`src/rtl/alu_share_arbiter.sv`:
```
// Round-robin arbiter sharing one combinational ALU between two requesters.
// One operation in flight: IDLE accepts, EXEC captures the ALU result, RESP holds it until accepted.
module alu_share_arbiter #(
  parameter int unsigned WIDTH  = 32,
  parameter int unsigned CTRL_W = 4,
  parameter int unsigned MAX_OP = 4
) (
  input  logic                clk,
  input  logic                reset,
  input  logic [1:0]          req_valid,
  output logic [1:0]          req_ready,
  input  logic [2*WIDTH-1:0]  req_op1,
  input  logic [2*WIDTH-1:0]  req_op2,
  input  logic [2*CTRL_W-1:0] req_ctrl,
  output logic [1:0]          rsp_valid,
  input  logic [1:0]          rsp_ready,
  output logic [WIDTH-1:0]    rsp_res,
  output logic                rsp_zero,
  output logic                rsp_err,
  output logic [WIDTH-1:0]    alu_op1,
  output logic [WIDTH-1:0]    alu_op2,
  output logic [CTRL_W-1:0]   alu_ctrl,
  input  logic [WIDTH-1:0]    alu_res,
  input  logic                alu_zero
);

  typedef enum logic [1:0] {StIdle, StExec, StResp} state_e;

  state_e              state_q;
  logic                rr_ptr_q;
  logic                grant_q;
  logic [WIDTH-1:0]    op1_q;
  logic [WIDTH-1:0]    op2_q;
  logic [CTRL_W-1:0]   ctrl_q;
  logic [1:0]          rsp_valid_q;
  logic [WIDTH-1:0]    rsp_res_q;
  logic                rsp_zero_q;
  logic                rsp_err_q;

  logic                win_valid;
  logic                win;
  logic                illegal;

  // Winner: the priority port if it asks, otherwise the other one.
  always_comb begin
    win_valid = 1'b0;
    win       = rr_ptr_q;
    if (state_q == StIdle) begin
      if (req_valid[rr_ptr_q]) begin
        win_valid = 1'b1;
        win       = rr_ptr_q;
      end else if (req_valid[~rr_ptr_q]) begin
        win_valid = 1'b1;
        win       = ~rr_ptr_q;
      end
    end
    req_ready = 2'b00;
    if (win_valid) begin
      req_ready = win ? 2'b10 : 2'b01;
    end
  end

  assign illegal = (ctrl_q > CTRL_W'(MAX_OP));

  always_ff @(posedge clk) begin
    if (reset) begin
      state_q     <= StIdle;
      rr_ptr_q    <= 1'b0;
      grant_q     <= 1'b0;
      op1_q       <= '0;
      op2_q       <= '0;
      ctrl_q      <= '0;
      rsp_valid_q <= 2'b00;
      rsp_res_q   <= '0;
      rsp_zero_q  <= 1'b0;
      rsp_err_q   <= 1'b0;
    end else begin
      unique case (state_q)
        StIdle: begin
          if (win_valid) begin
            op1_q   <= win ? req_op1[2*WIDTH-1:WIDTH]   : req_op1[WIDTH-1:0];
            op2_q   <= win ? req_op2[2*WIDTH-1:WIDTH]   : req_op2[WIDTH-1:0];
            ctrl_q  <= win ? req_ctrl[2*CTRL_W-1:CTRL_W] : req_ctrl[CTRL_W-1:0];
            grant_q <= win;
            state_q <= StExec;
          end
        end
        StExec: begin
          // Illegal codes report a clean zero result rather than whatever the ALU produced.
          rsp_res_q   <= illegal ? '0 : alu_res;
          rsp_zero_q  <= illegal ? 1'b1 : alu_zero;
          rsp_err_q   <= illegal;
          rsp_valid_q <= grant_q ? 2'b10 : 2'b01;
          state_q     <= StResp;
        end
        StResp: begin
          if (rsp_ready[grant_q]) begin
            rsp_valid_q <= 2'b00;
            rr_ptr_q    <= ~grant_q;
            state_q     <= StIdle;
          end
        end
        default: state_q <= StIdle;
      endcase
    end
  end

  assign alu_op1   = op1_q;
  assign alu_op2   = op2_q;
  assign alu_ctrl  = ctrl_q;
  assign rsp_valid = rsp_valid_q;
  assign rsp_res   = rsp_res_q;
  assign rsp_zero  = rsp_zero_q;
  assign rsp_err   = rsp_err_q;

endmodule
```
`config.mk`:
```
export PLATFORM = sky130hd
export DESIGN_NAME = alu_share_arbiter
export DESIGN_NICKNAME = d
export VERILOG_FILES = /design/src/rtl/alu_share_arbiter.sv
export SDC_FILE = /design/constraint.sdc
export NUM_CORES = 1
export LEC_CHECK = 0
export CORE_MARGIN = 8
export CORE_UTILIZATION = 38
export DETAILED_ROUTE_END_ITERATION = 7
export GPL_TIMING_DRIVEN = 0
export PLACE_DENSITY = 0.82
export SLEW_MARGIN = 20
export SYNTH_ARGS = -nofsm -noshare
export SYNTH_HDL_FRONTEND = slang
export SYNTH_SLANG_ARGS = --single-unit
```
`constraint.sdc`:
```
create_clock -name clk -period 1.77 [get_ports clk]
set_input_delay 0.2655 -clock clk [delete_from_list [all_inputs] [get_ports clk]]
set_output_delay 0.2655 -clock clk [all_outputs]
set_load 0.03 [all_outputs]
```
==> impl_metrics.toml <==
[routing]
drcViolationCount = 0
wl_um = 21600
viasPerCell = 5.903
ant_nets = 0
drt_iter0_drc = 491
dr.pass1.iters = 5
wire_per_inst_um = 21.56
vias = 5915

[logic_synthesis]
synth-xor-area-share = 0
ys_seq_area_frac = 0.4633
yosysWarnings = 0
yosys.area_share.adder = 0
synth_edf_count = 0
async_flop_share = 0
synth_top_family_by_area = "compound AO/OA/AOI/OAI gates"
muxShareOfSynthArea = 0.002145
ys_types = 31
synth_nets = 731
synth_compound_area_frac = 0.2421
synth-simple-area-share = 0.2185
synth-seq-cells = 108
synth_ff_type = "dfxtp_1"
syn_area_per_cell_um2 = 8.394
netlist_area_um2 = 4667
synth_cells = 556

[min_path]
holdPathStages = 2
min_path_type = "flop to flop"
hold_end = "rsp_res[0]"
min_from = "rsp_res[0]"

[clock_network]
cts.sinks = 108
cts_htree_levels = 3
insertion_delay_ps = 350
clockRootBuffer = "clkbuf_16"
cts_buffers = 9
cts_buffer_depth = 2
hold_buffers = 0
cts.clk_slew.worst_paths_ps = 70
cts_tree = "built"

[power]
p_clk_frac = 0.288
seqPwrFrac = 0.385
power.total_mw = 7.219
power_density_nw_per_um2 = 897.0
ir_drop_mv = 0.6522
pwr-share-comb = 0.327
p_int_mw = 4.850
sw_frac_of_total = 0.3282
power_leakage_nw = 2.751
switchingPower_mw = 2.369

[grt]
grt_usage = 0.2543
antenna_found_initial = 0
grt_pass1_vias = 5936
grt_max_degree = 20
grt_pass1_wl_um = 32690
grt_overflow_total = 0

[floorplan]
start_util = 0.3885
dieArea_um2 = 16080
io_pins = 281
die_h_um = 126.8
chipWidth_um = 126.8
fp.coreArea_um2 = 12010
rows = 40

[setup_path]
required_ps = 1500
rr_worst_depth = 6
crit_path_start_kind = "flop"
critPathCaptureType = "output port"
slowest_stage = "dfxtp_4"
worst-setup-path-type = "flop to output port"
r2r-end = "alu_op1[23]"
r2r_start = "state_q[0]"
slowest_delay_ps = 360
cp_max_fo = 19
cp_cell_sequence = "nand2b_1 -> buf_6 -> buf_8 -> and3_1 -> buf_6"
arrival_ps = 1490
critPathBufInv = 3
ff2ff_setup_slack_ps = 40
critical-path-top-delay-family = "buffers and inverters"
path_common_cell = "buf_6"
cp.depth = 5

[timing]
hold_viol = 0
finalCritPeriodShare = 0.9907
slew-limit-headroom = 0.5605
fin_setup_tns_ps = 0
finalWorstSetupSlack_ps = 16.51
grt_setup_unrepaired = "yes"
worstMarginPinSlew_ps = 656.8
drv_slew = 0
fin_worst_skew_ps = 5.113
hold-worst-slack_ps = 494.8
finalSetupViolCount = 0
timing.final.crit_period_ps = 1753
fmax_ghz = 0.5703

[layout]
mostFrequentLayoutCell = "clkdlybuf4s50_1"
num-nets-final = 1025
fillCellCount = 987
area_growth_pct = 72.44
drive_gt1_frac = 0.06667
antenna_cells = 0
most-common-layout-cells = "274 x clkdlybuf4s50_1, 106 x dfxtp_1, 71 x o21ai_0"
regArea_um2 = 2167
stdcell_count = 1002
multi_input_area_um2 = 2171

[place]
post-place-ws_ps = -735.0
dp.cells = 980
gp_congestion = 0.8660
hpwl_um = 16440
port_buffers = 277

[run]
maxCapViolCount = 0

[run_status]
status = "finished clean"
==> worst max-delay path by stage <==
stage                            start            to  slack (ps)
after floorplan             state_q[1]  req_ready[1]         170
after global placement    req_valid[0]  req_ready[1]        -730
after detailed placement  req_valid[0]  req_ready[1]        -730
after CTS                   state_q[0]  req_ready[1]          -8
after global routing          rr_ptr_q  req_ready[1]         -40
final                         rr_ptr_q  req_ready[1]          20
==> synthesized netlist by cell type (2+ instances only) <==
master       n  area (µm²)
o21ai_0     71       355.3
nand3b_1     2       15.01
a21oi_1      2       10.01
inv_1        2       7.510
a2111oi_0    2       17.52
dfxtp_1    108        2162
nand2b_1     2       12.51
a32oi_1     32       280.3
buf_6        3       33.78
a31oi_1     68       425.4
buf_4        3       22.52
nor3b_1      2       15.01
buf_2       12       60.06
clkbuf_1    59       221.5
nand3_1     68       340.3
nor2_1      38       142.6
nand4_1     68       425.4
==> layout make-up <==
| type | instances | share of cell area |
|---|---|---|
| repair buffers | 285 | 0.3521 |
| clock inverters | 5 | 0.007618 |
| clock buffers | 11 | 0.03016 |
| well taps | 147 | 0.02285 |
| flip-flops and latches | 108 | 0.2693 |
| multi-input cells | 369 | 0.2697 |
| inverters | 2 | 0.0009328 |
| plain buffers | 75 | 0.04726 |
==> metal layers <==
metal / wire (µm) / GRT usage / up-vias
li1: - / - / 2736
met1: 8330 / 0.2879 / 2799
met2: 10530 / 0.4296 / 335
met3: 2104 / 0.08504 / 45
met4: 636 / 0.1057 / 0
met5: 0 / 0 / -
==> through the flow <==
stage / area [µm²] / utilization
floorplan: 4667 / -
global placement: 7624 / 0.6347
detailed placement: 7624 / 0.6347
CTS: 8009 / 0.6668
global route: 8048 / 0.6700
finish: 8048 / 0.6700
==> power groups by stage <==
stage / clock (mW) / sequential, mW / combinational (mW)
after floorplan: 0 / 3.22 / 0.756
after global placement: 0 / 2.81 / 2.22
after detailed placement: 0 / 2.83 / 2.27
after CTS: 2.10 / 2.77 / 2.33
after global routing: 2.22 / 2.80 / 2.50
final: 2.08 / 2.78 / 2.36
==> sequential cells by signal, indices dropped and copies added, names as in the netlist <==
name and flops:
alu_op1 32, rr_ptr_q 1, rsp_zero 1, state_q 2, rsp_res 32, alu_op2 32
rsp_valid 2, grant_q 1, rsp_err 1, alu_ctrl 4
==> worst reg2reg max path, cell delays in order, from the launching register on <==
cell      delay [ps]
dfxtp_2          340
buf_4            170
nor2_4           160
buf_4            190
clkbuf_1         380
nand4_1          200
a31oi_1          220
==> kinds of logic after synthesis <==
kind of cell | count (synthesis)
DFF | 108
and+or+nand+nor | 189
muxes | 1
AOI/OAI and AO/OA | 179
buffers and inverters | 79
==> what timing repair did <==
action                                  CTS  global route
gates cloned                              0             0
gates resized for setup                  33            18
hold endpoints to repair                  0             0
endpoints found under the setup margin    5            59
pin swaps                                 2             1
setup buffers                             5             3
No activity file was read; power rests on OpenSTA's default activity.
